## config.mk

```make
export PLATFORM = sky130hd
export DESIGN_NAME = log_envelope_follower
export DESIGN_NICKNAME = d
export VERILOG_FILES = /design/src/rtl/discrete_log_pkg.sv /design/src/rtl/log_one_pole_step.sv /design/src/rtl/log_envelope_follower.sv
export SDC_FILE = /design/constraint.sdc
export NUM_CORES = 1
export LEC_CHECK = 0
export CORE_MARGIN = 8
export CORE_UTILIZATION = 55
export DETAILED_ROUTE_END_ITERATION = 12
export PLACE_DENSITY = 0.78
export REMOVE_ABC_BUFFERS = 1
export SYNTH_ARGS = -nofsm -noshare
export SYNTH_HDL_FRONTEND = slang
export SYNTH_HIERARCHICAL = 1
export SYNTH_SLANG_ARGS = --single-unit
export TNS_END_PERCENT = 5
```

## constraint.sdc

```tcl
create_clock -name clk -period 6.6 [get_ports clk]
set_clock_uncertainty 0.05 [all_clocks]
set_input_delay 1.32 -clock clk [delete_from_list [all_inputs] [get_ports clk]]
set_output_delay 1.32 -clock clk [all_outputs]
set_load 0.05 [all_outputs]
```

## src/rtl/discrete_log_pkg.sv

```systemverilog
// Shared types and helpers for the log-domain level-detection blocks.
// Levels are signed Q8.8 natural-log values.
package discrete_log_pkg;

  typedef logic signed [15:0] q8_8_t;

  typedef enum logic [1:0] {
    IDLE,
    WAIT,
    CAPTURE,
    UPDATE
  } lef_state_t;

  localparam q8_8_t LN_FLOOR_DEFAULT = -16'sd2048;

  function automatic q8_8_t sat16(input logic signed [16:0] v);
    if (v > 17'sd32767) begin
      return 16'sh7FFF;
    end else if (v < -17'sd32768) begin
      return 16'sh8000;
    end else begin
      return q8_8_t'(v[15:0]);
    end
  endfunction

endpackage

```

## src/rtl/log_one_pole_step.sv

```systemverilog
// One-pole smoothing step in the log domain: fast attack with a guaranteed
// minimum step, release frozen while the hold counter is running.
module log_one_pole_step
  import discrete_log_pkg::*;
#(
  parameter int ATTACK_SHIFT  = 2,
  parameter int RELEASE_SHIFT = 8
) (
  input  q8_8_t              env,
  input  q8_8_t              x,
  input  logic               hold_zero,
  output logic signed [16:0] step,
  output logic               attack
);

  logic signed [16:0] d;
  logic signed [16:0] atk_step;
  logic signed [16:0] rel_step;

  always_comb begin
    d        = {x[15], x} - {env[15], env};
    atk_step = d >>> ATTACK_SHIFT;
    rel_step = d >>> RELEASE_SHIFT;
    attack   = (d > 17'sd0);
    step     = 17'sd0;
    if (attack) begin
      // A positive difference must always move the envelope, or it would
      // stall just below the input once d < 2^ATTACK_SHIFT.
      step = (atk_step == 17'sd0) ? 17'sd1 : atk_step;
    end else if (hold_zero) begin
      step = rel_step;
    end
  end

endmodule

```

## src/rtl/log_envelope_follower.sv

```systemverilog
// Log-domain peak envelope follower: waits for the ln stage latency, captures
// one ln sample per audio strobe and emits one smoothed Q8.8 level.
module log_envelope_follower
  import discrete_log_pkg::*;
#(
  parameter int    LOG_LATENCY   = 2,
  parameter int    ATTACK_SHIFT  = 2,
  parameter int    RELEASE_SHIFT = 8,
  parameter int    HOLD_SAMPLES  = 16,
  parameter q8_8_t FLOOR         = LN_FLOOR_DEFAULT
) (
  input  logic       clk,
  input  logic       reset_n,
  input  logic       sample_clk,
  input  q8_8_t      ln_in,
  input  logic       clear_overrun,
  output q8_8_t      env_out,
  output logic       env_valid,
  output logic       overrun,
  output lef_state_t state_dbg
);

  localparam logic [3:0] WAIT_LOAD = 4'(LOG_LATENCY - 1);
  localparam logic [7:0] HOLD_LOAD = 8'(HOLD_SAMPLES);

  lef_state_t         state;
  logic [3:0]         wait_cnt;
  logic [7:0]         hold_cnt;
  q8_8_t              x_q;
  q8_8_t              x_clamped;
  q8_8_t              env_sat;
  q8_8_t              env_next;
  logic signed [16:0] step;
  logic signed [16:0] env_sum;
  logic               attack;
  logic               drop;

  log_one_pole_step #(
    .ATTACK_SHIFT (ATTACK_SHIFT),
    .RELEASE_SHIFT(RELEASE_SHIFT)
  ) u_step (
    .env      (env_out),
    .x        (x_q),
    .hold_zero(hold_cnt == 8'd0),
    .step     (step),
    .attack   (attack)
  );

  always_comb begin
    x_clamped = (ln_in < FLOOR) ? FLOOR : ln_in;
    env_sum   = {env_out[15], env_out} + step;
    env_sat   = sat16(env_sum);
    env_next  = (env_sat < FLOOR) ? FLOOR : env_sat;
    drop      = sample_clk && ((state == WAIT) || (state == CAPTURE));
  end

  assign state_dbg = state;

  // valid/ready contract: sample_clk is accepted only in IDLE or UPDATE;
  // a strobe seen in WAIT or CAPTURE is dropped and flagged via overrun.
  always_ff @(posedge clk or negedge reset_n) begin
    if (!reset_n) begin
      state     <= IDLE;
      wait_cnt  <= 4'd0;
      hold_cnt  <= 8'd0;
      x_q       <= FLOOR;
      env_out   <= FLOOR;
      env_valid <= 1'b0;
      overrun   <= 1'b0;
    end else begin
      env_valid <= 1'b0;
      if (drop) begin
        overrun <= 1'b1;
      end else if (clear_overrun) begin
        overrun <= 1'b0;
      end
      case (state)
        WAIT: begin
          // Sample ln_in on the last WAIT cycle, exactly LOG_LATENCY
          // clocks after the strobe.
          if (wait_cnt == 4'd0) begin
            x_q   <= x_clamped;
            state <= CAPTURE;
          end else begin
            wait_cnt <= wait_cnt - 4'd1;
          end
        end
        CAPTURE: begin
          env_out   <= env_next;
          env_valid <= 1'b1;
          if (attack) begin
            hold_cnt <= HOLD_LOAD;
          end else if (hold_cnt != 8'd0) begin
            hold_cnt <= hold_cnt - 8'd1;
          end
          state <= UPDATE;
        end
        default: begin
          if (sample_clk) begin
            wait_cnt <= WAIT_LOAD;
            state    <= WAIT;
          end else begin
            state <= IDLE;
          end
        end
      endcase
    end
  end

endmodule
```

==> results of run 1 <==
==> state kept, by name (all words and copies together) (netlist names) <==
signal and cells:
env_out 16, env_valid 1, hold_cnt 8, overrun 1, state_dbg 2, wait_cnt 4, x_q 16
==> through the flow <==
stage	std cells	setup WS (ns)	utilization (%)	instance area (µm²)
final	671	0.494	62.5	5060
after global routing	671	0.129	62.5	5060
after floorplan	515	0.532	-	4390
after CTS	671	0.296	62.4	5050
after detailed placement	663	0.370	61.0	4940
after global placement	663	0.529	61.0	4940
==> worst reg2reg max path: cells and delay by family, from the launching register on <==
| family | cells | cell delay [ns] |
|---|---|---|
| AOI/OAI and AO/OA | 7 | 1.75 |
| adders and majority gates | 4 | 1.41 |
| DFF | 1 | 0.45 |
| xor gates and xnor gates | 1 | 0.12 |
| and+or+nand+nor | 8 | 2.28 |
==> repair_timing <==
action	in CTS	in global routing
hold endpoints to repair	0	0
resized for setup	0	2
endpoints found under the setup margin	0	11
==> layout make-up <==
class / instances / area (µm²) / area share (%)
inverters: 60 / 225 / 4.45
multi-input cells: 407 / 2960 / 58.5
repair buffers: 43 / 415 / 8.22
well taps: 105 / 131 / 2.60
clock buffers: 5 / 68.8 / 1.36
flip-flops and latches: 48 / 1210 / 24.0
clock inverters: 3 / 46.3 / 0.916
==> per-layer routing <==
| metal | wire length (µm) | vias to the layer above | share of wire, % | global-route usage (%) |
|---|---|---|---|---|
| met4 | 242 | 0 | 2.1 | 5.63 |
| met3 | 633 | 20 | 5.5 | 4.11 |
| met2 | 5440 | 116 | 48 | 34.8 |
| li1 | - | 1979 | - | - |
| met1 | 5100 | 1882 | 45 | 25.8 |
| met5 | 0 | - | 0 | 0 |
==> synthesized netlist by cell type (all sizes together), types with 4 or more instances <==
library cell   n  share of area, %
o21bai         5              0.83
xnor2         13               2.5
inv           60               5.0
a31oi          4              0.56
nand2         44               3.7
a21boi         4              0.75
o21ai         49               5.4
nor4           4              0.69
nand3         12               1.4
clkbuf        13               1.1
nor3          10               1.2
and3           4              0.56
maj3          14               3.1
nor2b          5              0.69
buf           12               1.4
o31ai          4              0.89
o22ai         19               2.6
ha            40                11
nand4          4              0.69
a21o          10               1.7
a211oi         8               1.8
nor2          27               2.3
nand2b        18               2.5
a21oi         34               3.9
dfstp         10               5.8
xor2          13               2.7
dfrtp         38                21
==> cell families after synthesis <==
kind of cell,after synthesis
AOI/OAI and AO/OA,170
xor gates and xnor gates,26
adders and majority gates,56
and+or+nand+nor,149
DFF,48
buffers and inverters,85
muxes,6
==> path summary, 6_finish.rpt <==
path | end | slack [ns] | cells after the start
max | env_out[1] | 0.49 | 20
min reg2reg | x_q[2] | 0.45 | 2
min | x_q[2] | 0.45 | 2
max in group asynchronous | env_out[3] | 5.01 | 2
min in group asynchronous | env_out[9] | 1.04 | 2
max reg2reg | env_out[1] | 0.49 | 20
==> metrics.txt, run 1 <==
Netlist cell types 75; HP Start x_q[2]; largest family of logic cells by synthesized area compound AO/OA/AOI/OAI gates; Clock Sinks 48; crit path launch env_out[0]; pin count of the biggest net entering global routing 49; Startpoint Class flop; register area share after synthesis a little over a quarter; Synth Register Bits 48; Starting Density between 50 and 60%; Ant. Diodes 0; # fillers between 700 and 800; CP max-delay cell or4_1; DIE AREA 11,300 µm²; commonest non-fill, non-tap cells in the layout inv_1, o21ai_0, nand2_1, ha_1; DR WL/cell 17.0 µm; Nets between 600 and 700; Area Growth Syn to Fin 12.3%; WP data required just under 7 ns; GR Overflow Total 0; crit path max fanout 22; Post-Synth Adder-Cell Area between 10% and 20%; mux cell area share after synthesis approximately 1.4%; Async SR Flop Fraction between 90% and 100%; first-pass GRT wire length approximately 19,000 µm; Worst-Skew Late Latency about 0.31 ns; vias in the first global route between 4k and 5k; compound-cell area share of the yosys netlist between 20% and 30%; total global routing track utilization between 20% and 30%; fraction of layout cells with a size suffix above 1 under 10%; slowest cell delay on critical path approximately 0.5 ns; Hold-fix buffers, CTS 0; number of I/O port buffers 39; Final min period 6.11 ns; Cell Rows 33; Post-Syn Area per Cell approximately 8.3 µm²; Slew Limit Fails 0; CTS Buf Count 5; Routed Antenna Nets 0; Rel. slew slack 43.3%; cell area after synthesis between 4000 and 5000 µm²; clk buf depth 2; Top FF cell, synth dfrtp_1; drt initial violations ~250; CP arrival ~6.3 ns; CTS tree built; I/O Pins 40; unrepaired setup endpoints after global routing false; number of flops mapped to enable cells by yosys 0; crit path kind reg -> reg; final hold vios 0; YS warnings 6; worst-case hold slack 0.448 ns; cells after synthesis 540; Placeable Area 8090 µm²; drt drc 0; Setup crit end kind flop; Crit path buffers/inverters 0; Pre-Repair DR Iteration Count 4; cell at the root of the clock tree clkbuf_8; maxcap violations 0; crit path cell chain ha_1, fa_1, nand2b_1, a21oi_1, o31ai_2, o21a_1, o31a_2, nand2_1, o21ai_0, ha_1, nand3_1, nor3b_2, or2_1, a211oi_2, xor2_2, or4_1, or3_1, ha_1, nand2b_2, o22ai_1; die height 106 µm; Slew @ Worst Pin around 0.85 ns; Synth Area in XOR/XNOR ~5.2%; outcome completed; simple-gate share of the synthesized area between 10% and 20%; Final Cycle Share approximately 93%; WL final 11,400 µm; Peak Freq ~0.16 GHz; H-tree Lvls 2; die width 106 µm; Setup TNS Final 0 ns; routability congestion estimate 0.941; total number of vias around 4.0k; final setup violating endpoints 0; initial antenna violation count 0; dpl hpwl roughly 8800 µm; postcts setup bufs 0; Worst R2R Start env_out[0]; hold crit path type reg -> reg; Clock transition at path regs 0.10 ns; Via density about 6.0; commonest non-fill, non-tap cell in the layout inv_1; most used cell, CP ha_1; delay-heaviest family, CP simple AND/OR/NAND/NOR gates
Power of run 1 is not shown: default switching activity piles up to over one toggle a cycle in this logic, so the estimate is an artifact.
==> run 2, diff against run 1 <==
Settings changed: CTS_CLUSTER_DIAMETER set to 50.
==> results of run 2 <==
Final layout, timing and power as in run 1 (identical DEF).
Power of run 2 is left out for the same reason.
